`src/rtl/apple_bus_pkg.sv`:
```
// Shared types and address map for the Apple II slot bus responder.
package apple_bus_pkg;

  typedef enum logic [1:0] {
    SEL_DEVSEL   = 2'd0,
    SEL_IOSEL    = 2'd1,
    SEL_IOSTROBE = 2'd2
  } rd_sel_t;

  typedef enum logic [2:0] {
    ST_IDLE,
    ST_WAIT,
    ST_DRIVE,
    ST_HOLD,
    ST_WRITE
  } state_t;

  localparam logic [15:0] DEVSEL_BASE   = 16'hC080;
  localparam logic [15:0] IOSEL_BASE    = 16'hC000;
  localparam logic [15:0] IOSTROBE_BASE = 16'hC800;
  localparam logic [15:0] EXPROM_CLR    = 16'hCFFF;

endpackage

```
`src/rtl/apple_bus_slot_decode.sv`:
```
// Slot address decode: combinational hit/select/offset for DEVSEL, IOSEL and IOSTROBE.
// APPLE_BUS_RESPONDER_EXPROM_EN adds the expansion-ROM latch that gates IOSTROBE.
module apple_bus_slot_decode
  import apple_bus_pkg::*;
#(
  parameter int SLOT = 4
) (
`ifdef APPLE_BUS_RESPONDER_EXPROM_EN
  input  logic        clk,
  input  logic        rst,
  input  logic        strobe,
`endif
  input  logic        enable,
  input  logic [15:0] addr,
  output logic        hit,
  output rd_sel_t     sel,
  output logic [10:0] offset
);

  localparam logic [11:0] DEV_PAGE   = DEVSEL_BASE[15:4] + 12'(SLOT);
  localparam logic [7:0]  IOSEL_PAGE = IOSEL_BASE[15:8] + 8'(SLOT);

  logic dev_hit;
  logic io_hit;
  logic strobe_hit;

  assign dev_hit = enable && (addr[15:4] == DEV_PAGE);
  assign io_hit  = enable && (addr[15:8] == IOSEL_PAGE);

`ifdef APPLE_BUS_RESPONDER_EXPROM_EN
  logic exp_latch;

  assign strobe_hit = enable && exp_latch &&
                      (addr[15:11] == IOSTROBE_BASE[15:11]) && (addr != EXPROM_CLR);

  // $CFFF releases the shared $C800 space even when this card is disabled.
  always_ff @(posedge clk) begin
    if (rst) begin
      exp_latch <= 1'b0;
    end else if (strobe && (addr == EXPROM_CLR)) begin
      exp_latch <= 1'b0;
    end else if (strobe && io_hit) begin
      exp_latch <= 1'b1;
    end
  end
`else
  assign strobe_hit = 1'b0;
`endif

  always_comb begin
    hit    = dev_hit || io_hit || strobe_hit;
    sel    = SEL_DEVSEL;
    offset = {7'd0, addr[3:0]};
    if (io_hit) begin
      sel    = SEL_IOSEL;
      offset = {3'd0, addr[7:0]};
    end else if (strobe_hit) begin
      sel    = SEL_IOSTROBE;
      offset = addr[10:0];
    end
  end

endmodule

```
`src/rtl/apple_bus_responder.sv`:
```
// Apple II slot responder: decodes bus cycles, fetches read data, drives D bus in Phi0 with timed hold.
// Optional expansion ROM ($C800-$CFFE) enabled by APPLE_BUS_RESPONDER_EXPROM_EN.
module apple_bus_responder
  import apple_bus_pkg::*;
#(
  parameter int CLOCK_SPEED_HZ = 54_000_000,
  parameter int SLOT           = 4,
  parameter int DRIVE_COUNT    = 4,
  parameter int HOLD_COUNT     = 2
) (
  input  logic        clk_logic_i,
  input  logic        system_reset_i,
  input  logic        enable_i,
  input  logic        phi0_i,
  input  logic        phi1_posedge_i,
  input  logic        phi1_negedge_i,
  input  logic        phi0_negedge_i,
  input  logic        addr_strobe_i,
  input  logic [15:0] addr_i,
  input  logic        rw_n_i,
  input  logic        data_strobe_i,
  input  logic [7:0]  data_i,
  output logic        rd_req_o,
  output logic [1:0]  rd_sel_o,
  output logic [10:0] rd_addr_o,
  input  logic        rd_ack_i,
  input  logic [7:0]  rd_data_i,
  output logic        wr_strobe_o,
  output logic [7:0]  wr_data_o,
  output logic [7:0]  a2_d_o,
  output logic        a2_d_oe_o,
  output logic        miss_o
);

  // Phase and hold counts are tuned for a 54 MHz logic clock.
  if (CLOCK_SPEED_HZ != 54_000_000) begin : g_clock_note
  end

  state_t      state;
  logic [5:0]  phase;
  logic [3:0]  hold_cnt;
  logic        acked;
  logic [7:0]  rd_buf;

  logic        hit;
  rd_sel_t     sel;
  logic [10:0] offset;

  apple_bus_slot_decode #(
    .SLOT(SLOT)
  ) u_decode (
`ifdef APPLE_BUS_RESPONDER_EXPROM_EN
    .clk    (clk_logic_i),
    .rst    (system_reset_i),
    .strobe (addr_strobe_i),
`endif
    .enable (enable_i),
    .addr   (addr_i),
    .hit    (hit),
    .sel    (sel),
    .offset (offset)
  );

  always_ff @(posedge clk_logic_i) begin
    if (system_reset_i) begin
      phase <= 6'd0;
    end else if (phi1_posedge_i || phi1_negedge_i) begin
      phase <= 6'd0;
    end else if (phase != 6'd63) begin
      phase <= phase + 6'd1;
    end
  end

  always_ff @(posedge clk_logic_i) begin
    if (system_reset_i) begin
      state       <= ST_IDLE;
      hold_cnt    <= 4'd0;
      acked       <= 1'b0;
      rd_buf      <= 8'd0;
      rd_req_o    <= 1'b0;
      rd_sel_o    <= 2'd0;
      rd_addr_o   <= 11'd0;
      wr_strobe_o <= 1'b0;
      wr_data_o   <= 8'd0;
      a2_d_o      <= 8'd0;
      a2_d_oe_o   <= 1'b0;
      miss_o      <= 1'b0;
    end else begin
      rd_req_o    <= 1'b0;
      wr_strobe_o <= 1'b0;
      miss_o      <= 1'b0;
      // A new address phase always ends whatever was in flight, including HOLD.
      if (addr_strobe_i) begin
        a2_d_oe_o <= 1'b0;
        state     <= ST_IDLE;
        if (hit) begin
          rd_sel_o  <= sel;
          rd_addr_o <= offset;
          acked     <= 1'b0;
          if (rw_n_i) begin
            rd_req_o <= 1'b1;
            state    <= ST_WAIT;
          end else begin
            state <= ST_WRITE;
          end
        end
      end else begin
        case (state)
          ST_WAIT: begin
            if (phi0_i && (phase == 6'(DRIVE_COUNT))) begin
              if (acked) begin
                a2_d_o    <= rd_buf;
                a2_d_oe_o <= 1'b1;
                state     <= ST_DRIVE;
              end else begin
                miss_o <= 1'b1;
                state  <= ST_IDLE;
              end
            end else if (rd_ack_i && !acked) begin
              acked  <= 1'b1;
              rd_buf <= rd_data_i;
            end
          end
          ST_DRIVE: begin
            if (phi0_negedge_i) begin
              hold_cnt <= 4'd0;
              state    <= ST_HOLD;
            end
          end
          ST_HOLD: begin
            if (hold_cnt == 4'(HOLD_COUNT - 1)) begin
              a2_d_oe_o <= 1'b0;
              state     <= ST_IDLE;
            end else begin
              hold_cnt <= hold_cnt + 4'd1;
            end
          end
          ST_WRITE: begin
            if (data_strobe_i) begin
              wr_strobe_o <= 1'b1;
              wr_data_o   <= data_i;
              state       <= ST_IDLE;
            end else if (phi1_posedge_i) begin
              state <= ST_IDLE;
            end
          end
          default: begin
            state <= ST_IDLE;
          end
        endcase
      end
    end
  end

endmodule

```
`config.mk`:
```
export PLATFORM = sky130hd
export DESIGN_NAME = apple_bus_responder
export DESIGN_NICKNAME = d
export VERILOG_FILES = /design/src/rtl/apple_bus_pkg.sv /design/src/rtl/apple_bus_slot_decode.sv /design/src/rtl/apple_bus_responder.sv
export SDC_FILE = /design/constraint.sdc
export NUM_CORES = 1
export LEC_CHECK = 0
export ABC_AREA = 1
export ABC_CLOCK_PERIOD_IN_PS = 1560
export BUFFER_PORTS_ARGS = -buffer_cell sky130_fd_sc_hd__buf_2
export CAP_MARGIN = 20
export CORE_MARGIN = 2
export CORE_UTILIZATION = 35
export DETAILED_ROUTE_END_ITERATION = 10
export SETUP_SLACK_MARGIN = 0.3
export SYNTH_ARGS = -nofsm -noshare
export SYNTH_HDL_FRONTEND = slang
export SYNTH_SLANG_ARGS = --single-unit
```
`constraint.sdc`:
```
create_clock -name clk_logic_i -period 1.56 [get_ports clk_logic_i]
set_input_delay 0.312 -clock clk_logic_i [delete_from_list [all_inputs] [get_ports clk_logic_i]]
set_output_delay 0.312 -clock clk_logic_i [all_outputs]
set_load 0.005 [all_outputs]
```
# After elaboration in Yosys (flattened, before gate mapping)
# Cells that the tools add are included.
dict set report totals {
  register_bits 55
  input_bits 43
}
dict set report op_classes {
  add_sub_neg 2
  n_eq_ne 20
  mux 27
  n_bitwise 5
  reduce_logical 24
}
# cell n
set op_table {}
lappend op_table {{$mux W3} 8}
lappend op_table {{$reduce_and A4 Y1} 6}
lappend op_table {{$eq A12 B12 Y1 const B} 1}
lappend op_table {{$mux W1} 12}
lappend op_table {{$ne A2 B2 Y1 const B} 6}
lappend op_table {{$pmux W3 S4} 1}
lappend op_table {{$ne A3 B3 Y1 const B} 3}
lappend op_table {{$eq A8 B8 Y1 const B} 1}
lappend op_table {{$mux W4} 2}
lappend op_table {{$mux W8} 1}
lappend op_table {{$pmux W4 S2} 1}
lappend op_table {{$reduce_bool A2 Y1} 4}
lappend op_table {{$add A6 B1 Y6 const B} 1}
lappend op_table {{$eq A3 B2 Y1 const B} 2}
lappend op_table {{$eq A6 B3 Y1 const B} 1}
lappend op_table {{$ne A6 B6 Y1 const B} 1}
lappend op_table {{$reduce_or A3 Y1} 2}
lappend op_table {{$not A1 Y1} 5}
lappend op_table {{$add A4 B1 Y4 const B} 1}
lappend op_table {{$eq A4 B1 Y1 const B} 1}
lappend op_table {{$logic_and A1 B1 Y1} 4}
lappend op_table {{$ne A4 B4 Y1 const B} 1}
lappend op_table {{$reduce_or A2 Y1} 2}
lappend op_table {{$reduce_or A4 Y1} 1}
lappend op_table {{other kinds (9)} 10}

# Depth between registers and ports, before layout
# Gate-level depths: netlist of run 1.
dict set report depth {
  word_depth 6
  mapped_depth 10
  depth_no_buf 10
}

# Modules after synthesis
# Synthesis of run 1 repeated with hierarchy kept, for this count alone.
dict set report unflattened {
  hier_cells 318
  hier_area_um2 2484.9
}
# mod instances cells_each area_each_um2 seq_area_each_um2
set by_module_without_submodules {}
lappend by_module_without_submodules {apple_bus_responder 1 286 2260.9 1101.1}
lappend by_module_without_submodules {apple_bus_slot_decode 1 32 224.0 0.0}

# Worst setup path after synthesis of run 1
# Ideal clock, no wire load.
dict set report synth_timing {
  kind {reg2reg}
  from {register phase[0]}
  to {register rd_buf[7]}
  t_arrival_ps 1373
  slack_ps 123
  stages_incl_launch_ff 11
  path_cell_list {dfxtp_1 > inv_1 > ha_1 > nand2_1 > nand3b_1 > nand2_2 > nor2_8 > nand2_4 > nand2_1 > inv_1 > nor2_1}
}
dict set report synth_via {
  elab_chain_cells 4
}
# element line
set synth_lines {}
lappend synth_lines {{from (decl)} apple_bus_responder.sv:40} ;# logic [5:0] phase;
lappend synth_lines {{from (signal assigned)} apple_bus_responder.sv:70} ;# phase <= phase + 6'd1;
lappend synth_lines {{$eq A6 B3 Y1} apple_bus_responder.sv:110} ;# if (phi0_i && (phase == 6'(DRIVE_COUNT))) begin
lappend synth_lines {{$logic_and A1 B1 Y1} apple_bus_responder.sv:110}
lappend synth_lines {{$not A1 Y1 (no source line)} -}
lappend synth_lines {{$reduce_and A4 Y1 (no source line)} -}
lappend synth_lines {{to (signal assigned)} apple_bus_responder.sv:121} ;# rd_buf <= rd_data_i;
lappend synth_lines {{to (decl)} apple_bus_responder.sv:43} ;# logic [7:0] rd_buf;
# No other way between the ends.
# A chain may end at the register's enable or synchronous reset.

# Final worst setup path of run 1
dict set report layout_timing {
  from {register phase[0]}
  to {register a2_d_o[3]}
}
dict set report layout_via {
  elab_chain_cells 3
}
# element line
set layout_lines {}
lappend layout_lines {{$eq A6 B3 Y1} apple_bus_responder.sv:110}
lappend layout_lines {{$logic_and A1 B1 Y1} apple_bus_responder.sv:110}
lappend layout_lines {{$reduce_and A4 Y1 (no source line)} -}
lappend layout_lines {{to (signal assigned)} apple_bus_responder.sv:112} ;# a2_d_o <= rd_buf;
lappend layout_lines {{to (decl)} apple_bus_responder.sv:30} ;# output logic [7:0] a2_d_o,
# No other way between the ends.

==> out/results.env, run 1 <==
CRITICAL_PATH.ENDPOINT_TYPE='flip-flop'
WORST_SLACK_NS=0.0177
FINAL.MIN_CLOCK_PERIOD_NS=1.54
WORST-PATH-STAGES=8
WORSTPATHBUFFERINVERTERCOUNT=2
CORE_REGION_AREA_UM2=6420
CP.REQUIRED_NS=1.80
TIMING.SETUP.CRITICAL_PATH_CLASS='reg -> reg'
USE_MET2=0.251
FRACTION_OF_FINAL_LAYOUT_CELLS_SIZED_BEYOND_DRIVE_STRENGTH_1=0.346
LEAKAGEPOWER_nW=1.61
HPWLAFTERDP_MM=3.92
SLEW_VIOL_FINAL=0
SYNTH-MAIN-FF-CELL='dfxtp_1'
TIMING.REG2REG.SETUP_SLACK_NS=0.02
VIAS=2340
FIN_SETUP_TNS_NS=0
HOLDBUFCOUNTCTS=0
DIE_W_UM=85.9
FINAL_NET_COUNT=484
WORST-PATH-MAX-FANOUT=8
FINAL_CELL_MIX='buf_2, nand2_1, nor2_1'
GRT_ANTENNA_BEFORE_REPAIR=0
GROUTE.LAYER.MET3.USAGE=0.0404
PRE_CTS_SLACK_NS=-0.0187
CTS-BUFFERS-INSERTED=5
MAXCAPVIOLATIONS=0
SYNTH_LARGEST_AREA_CELL='dfxtp_1'
TRITONCTS_NUM_SINKS=51
AVGVIACOUNTPERCELL=4.55
N_ANTENNA_CELL=0
FLOORPLAN.IO_PINS=76
SYNTH_LARGEST_TYPE_AREA_FRACTION=0.435
CTS_ROOT_BUF='clkbuf_8'
FIRST_PASS_GRT_WIRE_LENGTH_MM=9.41
CRITICAL-PATH-MAX-STAGE-DELAY_NS=0.34
RSZ0062_AT_GRT='true'
WORST_PATH_MAX_DELAY_CELL='dfxtp_2'
FMAX_MHz=648
FINAL_CORE_OCC=0.508
POWER_PER_CELL_AREA_nW_PER_UM2=669
POSTSYNTHREGISTERBITS=51
AREA_DELTA_SYNTH_FINAL_PCT=38.9
HOLDWS_NS=0.219
TIMING.HOLD.WORST_PATH_DEPTH=3
SYNTHESIS.AREA_PER_INSTANCE_UM2=6.97
AVERAGE_WIRE_PER_CELL_IN_THE_ROUTED_DESIGN_UM=11.4
YOSYS_WARNINGS=0
RESULT_OF_THE_RUN='complete, no violations'
SYNTH_CELLS=337
NUMBER_OF_GLOBAL_ROUTE_VIAS_BEFORE_REPAIR=2143
HOLD_START='data_i[4]'
REGTOREGSTARTPOINT='phase[0]'
CRIT_PATH_CELL_TRACE='inv_2 -> ha_4 -> nand2_1 -> nand3b_1 -> nor3_4 -> clkbuf_16 -> nor2_1 -> nor2_1'
DRT-PASS1-ITER-COUNT=4
WORSTSETUPSTARTPOINTTYPE='flip-flop'
FINAL_HOLD_VIOL_COUNT=0
FINAL_SETUP_VIOLATION_COUNT=0
CLOCK_TREE_FROM_TRITONCTS='built'
ANTENNA_LEFT=0
DETAIL_ROUTE.WIRELENGTH_MM=5.85
CLOCK_INSERTION_DELAY_AT_THE_LATER_PIN_OF_THE_SKEW_REPORT_NS=0.30
TRACK_USAGE=0.156
CP-STARTPOINT='phase[0]'
DRT-INITIAL-DRC-COUNT=110
SYNTH-SEQ-AREA-SHARE=0.435
SYNTHESIS.AREA_UM2=2350
FILLER_CELL_COUNT=628
CLKSLEWWORSTSETUPHOLDPATHS_NS=0.09
SYNTH_ASYNC_SR_FLOP_SHARE=0
GRT_REMAINING_OVERFLOW=0
WORST-R2R-CELL-COUNT=8
DIE-AREA_UM2=7380
CRIT_FAMILY='simple AND/OR/NAND/NOR gates'
POST-ROUTE-PERIOD-UTIL=0.989
IO_BUFFERS=71
BUSIEST_LAYER='met2'
DIE_HEIGHT_UM=85.9
GRT_START_MAX_NET_PINS=25
POST-ROUTE-DRC-COUNT=0
SYNTH_TOP_CELLS_BY_AREA='dfxtp_1, nand2_1, nor2_1, inv_1, nand3_1'
SYNTH_CELL_TYPES=32
HTREE_NUM_LEVELS=2
ARRIVAL_NS=1.78
FINALCLOCKSKEW_NS=0.00396
GP_CONGESTION=0.813
MIN_PATH_TYPE='in -> reg'
NUM_ROWS=29
CTS_MAX_PATH_BUFFERS=2
LAYOUT.CELLS.MOST_COMMON='buf_2'
SYNTH_ENABLE_FLOP_CELLS=0
DESIGN_POWER_TOTAL_mW=2.18
WORST_IR_DROP_VDD_mV=0.433
CRITICAL_PATH.MOST_COMMON_CELL='nor2_1'
START_UTIL=0.366
GR-USAGE-MET1=0.204
-- cell usage after synthesis (2+ instances only) --
| master | n |
|---|---|
| a21oi_1 | 16 |
| a31oi_1 | 3 |
| buf_4 | 4 |
| clkbuf_1 | 3 |
| clkinv_1 | 2 |
| dfxtp_1 | 51 |
| ha_1 | 4 |
| inv_1 | 49 |
| inv_2 | 2 |
| nand2_1 | 72 |
| nand3_1 | 27 |
| nand3b_1 | 3 |
| nand4_1 | 4 |
| nor2_1 | 62 |
| nor2_2 | 2 |
| o21ai_0 | 12 |
| o21ai_1 | 5 |
| xor2_1 | 2 |
-- cells by family (layout without fill, tap and decap cells) --
logic type | Yosys count | after routing | share of synthesized area
compound gates | 38 | 38 | 0.0858
xor+xnor | 2 | 2 | 0.00746
fa+ha+maj | 4 | 4 | 0.0213
buf+inv | 61 | 157 | 0.107
flops | 51 | 51 | 0.435
other cells | 1 | 4 | 0.00160
simple gates | 180 | 181 | 0.342
-- report_power, final --
group,switching (mW),total (mW),internal [mW]
clock network,0.425,0.733,0.308
registers,0.00121,1.30,1.30
logic,0.0832,0.150,0.0671
-- layout make-up --
| class | instances | area (um^2) | share of cell area |
|---|---|---|---|
| Inverter | 53 | 201 | 0.0618 |
| Clock buffer | 5 | 68.8 | 0.0211 |
| Multi-Input combinational cell | 229 | 1240 | 0.381 |
| Clock inverter | 2 | 13.8 | 0.00422 |
| Sequential cell | 51 | 1040 | 0.318 |
| Timing Repair Buffer | 97 | 603 | 0.185 |
| Tap cell | 77 | 96.3 | 0.0295 |
-- flip-flops by register name, indices dropped and copies added (netlist names) --
name,cells
a2_d_o,8
rd_addr_o,8
rd_buf,8
wr_data_o,8
phase,6
hold_cnt,4
state,3
a2_d_oe_o,1
acked,1
miss_o,1
rd_req_o,1
rd_sel_o,1
wr_strobe_o,1
-- worst register-to-register path, cell delays in order, from the launching register on --
cell and delay [ns]:
dfxtp_2 0.34, inv_2 0.07, ha_4 0.13, nand2_1 0.04, nand3b_1 0.22, nor3_4 0.33, clkbuf_16 0.21, nor2_1 0.04
nor2_1 0.10
-- timing repair --
action | in CTS | in global routing
buffers inserted | 5 | 11
setup endpoints to repair | 27 | 37
pin swaps | 7 | 21
resized for setup | 18 | 38
cloned | 1 | 1
-- through the flow --
step,cells,area [um^2]
final,514,3260
after global routing,514,3260
after CTS,502,3030
after detailed placement,489,2840
after global placement,489,2840
after floorplan,340,2360
-- final timing paths --
check	to
setup / recovery	a2_d_o[3]
hold / removal	wr_data_o[4]
setup reg to reg	a2_d_o[3]
hold reg to reg	rd_addr_o[1]
-- layer usage --
metal  vias up  share of wire  wire length (um)
li1       1244              -                 -
met1      1023           0.45              2630
met2        65           0.47              2780
met3         8          0.056               328
met4         0          0.019               109
met5         -              0                 0
No activity file was read; power rests on OpenSTA's default activity.
==> run 2: changes to the inputs <==
SYNTH_HIERARCHICAL = 1   (was not set)
==> out/results.env, run 2 <==
RSZ0062_AT_GRT='true'  # unchanged
TRITONCTS_NUM_SINKS=55  # was 51
TRACK_USAGE=0.154  # was 0.156
CTS_MAX_PATH_BUFFERS=2  # unchanged
WORST-PATH-MAX-FANOUT=8  # unchanged
SYNTH_CELL_TYPES=34  # was 32
WORSTSETUPSTARTPOINTTYPE='flip-flop'  # unchanged
CORE_REGION_AREA_UM2=6830  # was 6420 um^2
MUXSHAREOFSYNTHAREA=0  # unchanged
SLEW_VIOL_FINAL=0  # unchanged
AVGVIACOUNTPERCELL=4.63  # was 4.55
DRT-PASS1-ITER-COUNT=4  # unchanged
MIN_PATH_TYPE='in -> reg'  # unchanged
SYNTH.MOST_COMMON_CELL='nor2_1'  # was nand2_1
POST-ROUTE-DRC-COUNT=0  # unchanged
HTREE_NUM_LEVELS=2  # unchanged
CTS-BUFFERS-INSERTED=5  # unchanged
SYNTH_ASYNC_SR_FLOP_SHARE=0  # unchanged
FIRST_PASS_GRT_WIRE_LENGTH_MM=9.44  # was 9.41 mm
HPWLAFTERDP_MM=3.98  # was 3.92 mm
WORST_IR_DROP_VDD_mV=0.376  # was 0.433 mV
RESULT_OF_THE_RUN='complete, no violations'  # unchanged
DIE_W_UM=88.3  # was 85.9 um
WORST-R2R-CELL-COUNT=9  # was 8
VIAS=2300  # was 2340
IO_BUFFERS=75  # was 71
SYNTH_TOP_FAMILY_BY_AREA='simple AND/OR/NAND/NOR gates'  # unchanged
N_ANTENNA_CELL=0  # unchanged
CLKSLEWWORSTSETUPHOLDPATHS_NS=0.10  # was 0.09 ns
FINAL_HOLD_VIOL_COUNT=0  # unchanged
DRT-INITIAL-DRC-COUNT=94  # was 110
SYNTHESIS.AREA_UM2=2480  # was 2350 um^2
NUM_ROWS=30  # was 29
FINALCLOCKSKEW_NS=0.00780  # was 0.00396 ns
FINAL.MIN_CLOCK_PERIOD_NS=1.35  # was 1.54 ns
POST_SYNTH_AND_OR_NAND_NOR_AREA_FRACTION=0.256  # was 0.342
LAYOUT.CELLS.MOST_COMMON='buf_2'  # unchanged
DIE_HEIGHT_UM=88.3  # was 85.9 um
SYNTH_TOP_CELLS_BY_AREA='dfxtp_1, nor2_1, o21ai_0, a21oi_1, inv_1'  # was dfxtp_1, nand2_1, nor2_1, inv_1, nand3_1
SYNTH_LARGEST_AREA_CELL='dfxtp_1'  # unchanged
COMPOUND_GATE_FRACTION_OF_SYNTH_AREA=0.162  # was 0.0858
GP_CONGESTION=0.752  # was 0.813
FINAL_CELL_MIX='buf_2, nor2_1, dfxtp_1'  # was buf_2, nand2_1, nor2_1
TOP_REGISTER='rd_addr_o'
ARRIVAL_NS=1.56  # was 1.78 ns
SYNTH_ENABLE_FLOP_CELLS=0  # unchanged
TIMING.SETUP.CRITICAL_PATH_CLASS='reg -> reg'  # unchanged
POWER_PER_CELL_AREA_nW_PER_UM2=768  # was 669 nW/um^2
LARGEST_REGISTER_FFS=11
CRITICAL_PATH.ENDPOINT_TYPE='flip-flop'  # unchanged
YOSYS_WARNINGS=6  # was 0
GRT_REMAINING_OVERFLOW=0  # unchanged
FMAX_MHz=743  # was 648 MHz
SYNTH_COMMONEST_CELLS='nor2_1, dfxtp_1, o21ai_0, inv_1, a21oi_1'  # was nand2_1, nor2_1, dfxtp_1, inv_1, nand3_1
SYNTH_CELLS=318  # was 337
AREA_DELTA_SYNTH_FINAL_PCT=33.9  # was 38.9%
FINAL_SETUP_VIOLATION_COUNT=0  # unchanged
DIE-AREA_UM2=7790  # was 7380 um^2
FLOORPLAN.IO_PINS=76  # unchanged
CTS_ROOT_BUF='clkbuf_8'  # unchanged
SYNTHESIS.AREA_PER_INSTANCE_UM2=7.81  # was 6.97 um^2
MAXCAPVIOLATIONS=0  # unchanged
AVERAGE_WIRE_PER_CELL_IN_THE_ROUTED_DESIGN_UM=11.8  # was 11.4 um
TIMING.HOLD.WORST_PATH_DEPTH=3  # unchanged
POSTSYNTHREGISTERBITS=55  # was 51
SYNTH-SEQ-AREA-SHARE=0.443  # was 0.435
SYNTH-MAIN-FF-CELL='dfxtp_1'  # unchanged
CLOCK_INSERTION_DELAY_AT_THE_LATER_PIN_OF_THE_SKEW_REPORT_NS=0.31  # was 0.30 ns
ANTENNA_LEFT=0  # unchanged
LEAKAGEPOWER_nW=1.40  # was 1.61 nW
DETAIL_ROUTE.WIRELENGTH_MM=5.87  # was 5.85 mm
YOSYS.AREA_SHARE.XOR_XNOR=0.00705  # was 0.00746
DESIGN_POWER_TOTAL_mW=2.56  # was 2.18 mW
GRT_ANTENNA_BEFORE_REPAIR=0  # unchanged
FINAL_NET_COUNT=447  # was 484
NUMBER_OF_GLOBAL_ROUTE_VIAS_BEFORE_REPAIR=2077  # was 2143
CLOCK_TREE_FROM_TRITONCTS='built'  # unchanged
POST-ROUTE-PERIOD-UTIL=0.862  # was 0.989
START_UTIL=0.364  # was 0.366
ADDER_CELL_SHARE_OF_THE_SYNTHESIZED_AREA=0.0201  # was 0.0213
FIN_SETUP_TNS_NS=0  # unchanged
FRACTION_OF_FINAL_LAYOUT_CELLS_SIZED_BEYOND_DRIVE_STRENGTH_1=0.426  # was 0.346
GRT_START_MAX_NET_PINS=33  # was 25
CP.REQUIRED_NS=1.77  # was 1.80 ns
SYNTH_LARGEST_TYPE_AREA_FRACTION=0.443  # was 0.435
## run 2: cell count changes in the layout (fill, tap and decap cells not counted), moves of 5 or more
| cell | previous run | this run |
|---|---|---|
| a21oi_2 | 2 | 10 |
| buf_4 | 18 | 8 |
| buf_6 | 6 | 0 |
| inv_1 | 43 | 26 |
| inv_2 | 7 | 14 |
| nand2_1 | 63 | 20 |
| nand3_1 | 25 | 7 |
| nor2_2 | 2 | 7 |
| nor3_2 | 0 | 5 |
| o21ai_0 | 11 | 24 |
| o21ai_1 | 5 | 13 |
| o21ai_2 | 1 | 7 |
## run 2: repair_timing
item,in CTS,in global routing
gates cloned,3,0
endpoints found under the setup margin,20,33
hold buffers,0,0
buffers inserted,4,4
pin swaps,15,7
resized for setup,21,31
## run 2: worst paths after layout
| check | startpoint | endpoint | slack [ns] |
|---|---|---|---|
| setup / recovery | phase[0] | a2_d_o[1] | 0.21 |
| hold / removal | addr_i[0] | rd_addr_o[0] | 0.25 |
| setup reg to reg | phase[0] | a2_d_o[1] | 0.21 |
| hold reg to reg | rd_buf[5] | a2_d_o[5] | 0.47 |
## run 2: logic make-up after synthesis
| logic type | Yosys count |
|---|---|
| flip-flops | 55 |
| XOR/XNOR | 2 |
| AND/OR/NAND/NOR | 122 |
| buffers and inverters | 59 |
| adder cells (fa/ha/maj) | 4 |
| other | 1 |
| AO/OA/AOI/OAI | 75 |
## run 2: layout make-up
| cell class | instances | area, um^2 |
|---|---|---|
| fill | 703 | 3500 |
| tap | 96 | 120 |
| clock buffer | 6 | 82.6 |
| timing repair buffer | 88 | 543 |
| inverter | 41 | 159 |
| multi-input combinational | 209 | 1270 |
| sequential | 55 | 1120 |
| clock inverter | 2 | 35.0 |
## run 2: power by group
group          total [mW]  internal, mW  switching [mW]
sequential           1.40          1.40         0.00158
combinational       0.167        0.0718          0.0957
clock               0.986         0.520           0.466
## run 2: critical path, cell delays in order, from the launching register on
cell and delay (ns):
dfxtp_2 0.34, inv_2 0.08, ha_4 0.13, nand2_2 0.04, inv_2 0.06, nand3_4 0.11
nor2_4 0.19, buf_12 0.13, buf_16 0.12, a21oi_2 0.05
## run 2: metrics by stage
step	hold slack, ns	setup slack [ns]	area, um^2	cells	util
after floorplan	0.430	0.264	2510	321	-
after global placement	0.437	0.0882	2940	478	0.430
after detailed placement	0.444	0.0742	2940	478	0.430
after CTS	0.246	0.236	3230	493	0.473
after global routing	0.245	0.164	3330	497	0.487
final	0.251	0.215	3330	497	0.487
## run 2: routing by layer
metal | track usage | wire length [um] | up-vias
met2 | 0.251 | 2670 | 70
met4 | 0.0537 | 91 | 0
met5 | 0 | 0 | -
met1 | 0.201 | 2690 | 1034
li1 | - | - | 1186
met3 | 0.0354 | 413 | 10
==> run 3: changes to the inputs <==
BUFFER_PORTS_ARGS = -buffer_cell sky130_fd_sc_hd__buf_4   (was -buffer_cell sky130_fd_sc_hd__buf_2)
CORE_MARGIN = not set   (was 2)
==> out/results.env, run 3 (synthesis gave the netlist of run 2 again) <==
RESULT_OF_THE_RUN='complete, no violations'  # unchanged
CTS_ROOT_BUF='clkbuf_8'  # unchanged
CTS-BUFFERS-INSERTED=5  # unchanged
GRT_ANTENNA_BEFORE_REPAIR=0  # unchanged
RSZ0062_AT_GRT='true'  # unchanged
DIE-AREA_UM2=7440  # was 7790 um^2
MIN_PATH_TYPE='in -> reg'  # unchanged
DIE_W_UM=86.3  # was 88.3 um
AREA_DELTA_SYNTH_FINAL_PCT=44.0  # was 33.9%
FINAL-INSTANCE-COUNT-EXCL-FILL=498  # was 497
CTS_MAX_PATH_BUFFERS=2  # unchanged
CORE_REGION_AREA_UM2=6830  # unchanged
VIAS=2288  # was 2300
TOP_REGISTER='rd_addr_o'  # unchanged
TRACK_USAGE=0.157  # was 0.154
TIMING.REG2REG.SETUP_SLACK_NS=0.16  # was 0.21 ns
AVERAGE_WIRE_PER_CELL_IN_THE_ROUTED_DESIGN_UM=11.8  # about the same
FLOORPLAN.IO_PINS=76  # unchanged
POWER_PER_CELL_AREA_nW_PER_UM2=730  # was 768 nW/um^2
LARGEST_REGISTER_FFS=11  # unchanged
FINAL_CORE_OCC=0.524  # was 0.487
NUM_ROWS=30  # unchanged
WORST-PATH-MAX-FANOUT=8  # unchanged
FINAL_NET_COUNT=448  # was 447
TRITONCTS_NUM_SINKS=55  # unchanged
ANTENNA_LEFT=0  # unchanged
FMAX_MHz=717  # was 743 MHz
FINALCLOCKSKEW_NS=0.00608  # was 0.00780 ns
FINAL_SETUP_VIOLATION_COUNT=0  # unchanged
FINAL_CELL_MIX='buf_4, nor2_1, dfxtp_1'  # was buf_2, nor2_1, dfxtp_1
HPWLAFTERDP_MM=3.77  # was 3.98 mm
CLOCK_INSERTION_DELAY_AT_THE_LATER_PIN_OF_THE_SKEW_REPORT_NS=0.31  # about the same
DRT-PASS1-ITER-COUNT=4  # unchanged
HOLDBUFCOUNTCTS=0  # unchanged
GP_CONGESTION=0.780  # was 0.752
IO_BUFFERS=75  # unchanged
CLOCK_TREE_FROM_TRITONCTS='built'  # unchanged
WORST_IR_DROP_VDD_mV=0.498  # was 0.376 mV
START_UTIL=0.364  # unchanged
DETAIL_ROUTE.WIRELENGTH_MM=5.86  # was 5.87 mm
FIRST_PASS_GRT_WIRE_LENGTH_MM=9.26  # was 9.44 mm
FRACTION_OF_FINAL_LAYOUT_CELLS_SIZED_BEYOND_DRIVE_STRENGTH_1=0.460  # was 0.426
FINAL_HOLD_VIOL_COUNT=0  # unchanged
AVGVIACOUNTPERCELL=4.59  # was 4.63
POST-ROUTE-DRC-COUNT=0  # unchanged
GRT_REMAINING_OVERFLOW=0  # unchanged
NUMBER_OF_GLOBAL_ROUTE_VIAS_BEFORE_REPAIR=2028  # was 2077
POSTLAYOUTCELLAREA_UM2=3580  # was 3330 um^2
HTREE_NUM_LEVELS=2  # unchanged
LEAKAGEPOWER_nW=1.44  # was 1.40 nW
TIMING.SETUP.CRITICAL_PATH_CLASS='reg -> reg'  # unchanged
CLKSLEWWORSTSETUPHOLDPATHS_NS=0.10  # about the same
CRITICAL_PATH.ENDPOINT_TYPE='flip-flop'  # unchanged
WORSTSETUPSTARTPOINTTYPE='flip-flop'  # unchanged
LAYOUT.CELLS.MOST_COMMON='buf_4'  # was buf_2
DRT-INITIAL-DRC-COUNT=52  # was 94
FINAL.MIN_CLOCK_PERIOD_NS=1.40  # was 1.35 ns
DIE_HEIGHT_UM=86.3  # was 88.3 um
POST-ROUTE-PERIOD-UTIL=0.895  # was 0.862
SLEW_VIOL_FINAL=0  # unchanged
POST-PLACE-CELLS=476  # was 478
ARRIVAL_NS=1.60  # was 1.56 ns
CP.REQUIRED_NS=1.77  # about the same
N_ANTENNA_CELL=0  # unchanged
FIN_SETUP_TNS_NS=0  # unchanged
GRT_START_MAX_NET_PINS=33  # unchanged
MAXCAPVIOLATIONS=0  # unchanged
DPL_CELL_AREA_UM2=3100  # was 2940 um^2
[run 3: changes by cell type in the layout (fill, tap and decap cells not counted), moves of 2 or more]
| cell | delta |
|---|---|
| inv_4 | +2 |
| inv_2 | -3 |
| a21oi_1 | -6 |
| a21oi_2 | +6 |
| o21ai_2 | +8 |
| buf_4 | +76 |
| o21ai_1 | -6 |
| o21ai_0 | -2 |
| nand2_1 | -2 |
| buf_2 | -75 |
[run 3: repair_timing]
action / CTS / global route
pin swaps: 4 / 22
gates cloned: 2 / 1
resized for setup: 7 / 62
setup buffers: 5 / 6
endpoints found under the setup margin: 21 / 48
[run 3: per-layer routing]
layer	GRT usage	wire length, um	part of all wire
met1	0.207	2730	0.47
met2	0.250	2680	0.46
met3	0.0467	382	0.065
met4	0.0455	63	0.011
met5	0	0	0
[run 3: cell type report]
cell class / count / area [um^2]
inverter: 41 / 164
multi-input combinational: 209 / 1320
sequential: 55 / 1110
fill: 696 / 3250
timing repair buffer: 89 / 738
clock buffer: 6 / 82.6
clock inverter: 2 / 38.8
tap: 96 / 120
[run 3: final timing paths]
path / end / cells past startpoint / from
setup reg to reg: a2_d_o[0] / 9 / phase[0]
hold reg to reg: a2_d_o[5] / 2 / rd_buf[5]
hold / removal: wr_data_o[7] / 3 / data_i[7]
setup / recovery: a2_d_o[0] / 9 / phase[0]
[run 3: power breakdown]
part	total (mW)	switching [mW]	internal, mW
sequential	1.40	0.00130	1.40
clock	1.00	0.473	0.529
combinational	0.205	0.100	0.105
[run 3: worst max-delay path: stages, from the launching register on]
cell and delay, ns:
dfxtp_2 0.34, inv_2 0.07, ha_4 0.13, nand2_2 0.05
inv_2 0.06, nand3_4 0.14, nor2_4 0.21, buf_12 0.13
buf_16 0.12, a21oi_2 0.05
[run 3: through the flow]
stage	hold slack (ns)	setup slack [ns]	power [mW]
2_1_floorplan	0.430	0.264	1.52
3_3_place_gp	0.438	0.0776	1.62
3_5_place_dp	0.442	0.0358	1.62
4_1_cts	0.238	0.194	2.64
5_1_grt	0.244	0.0938	2.72
6_report	0.245	0.165	2.61
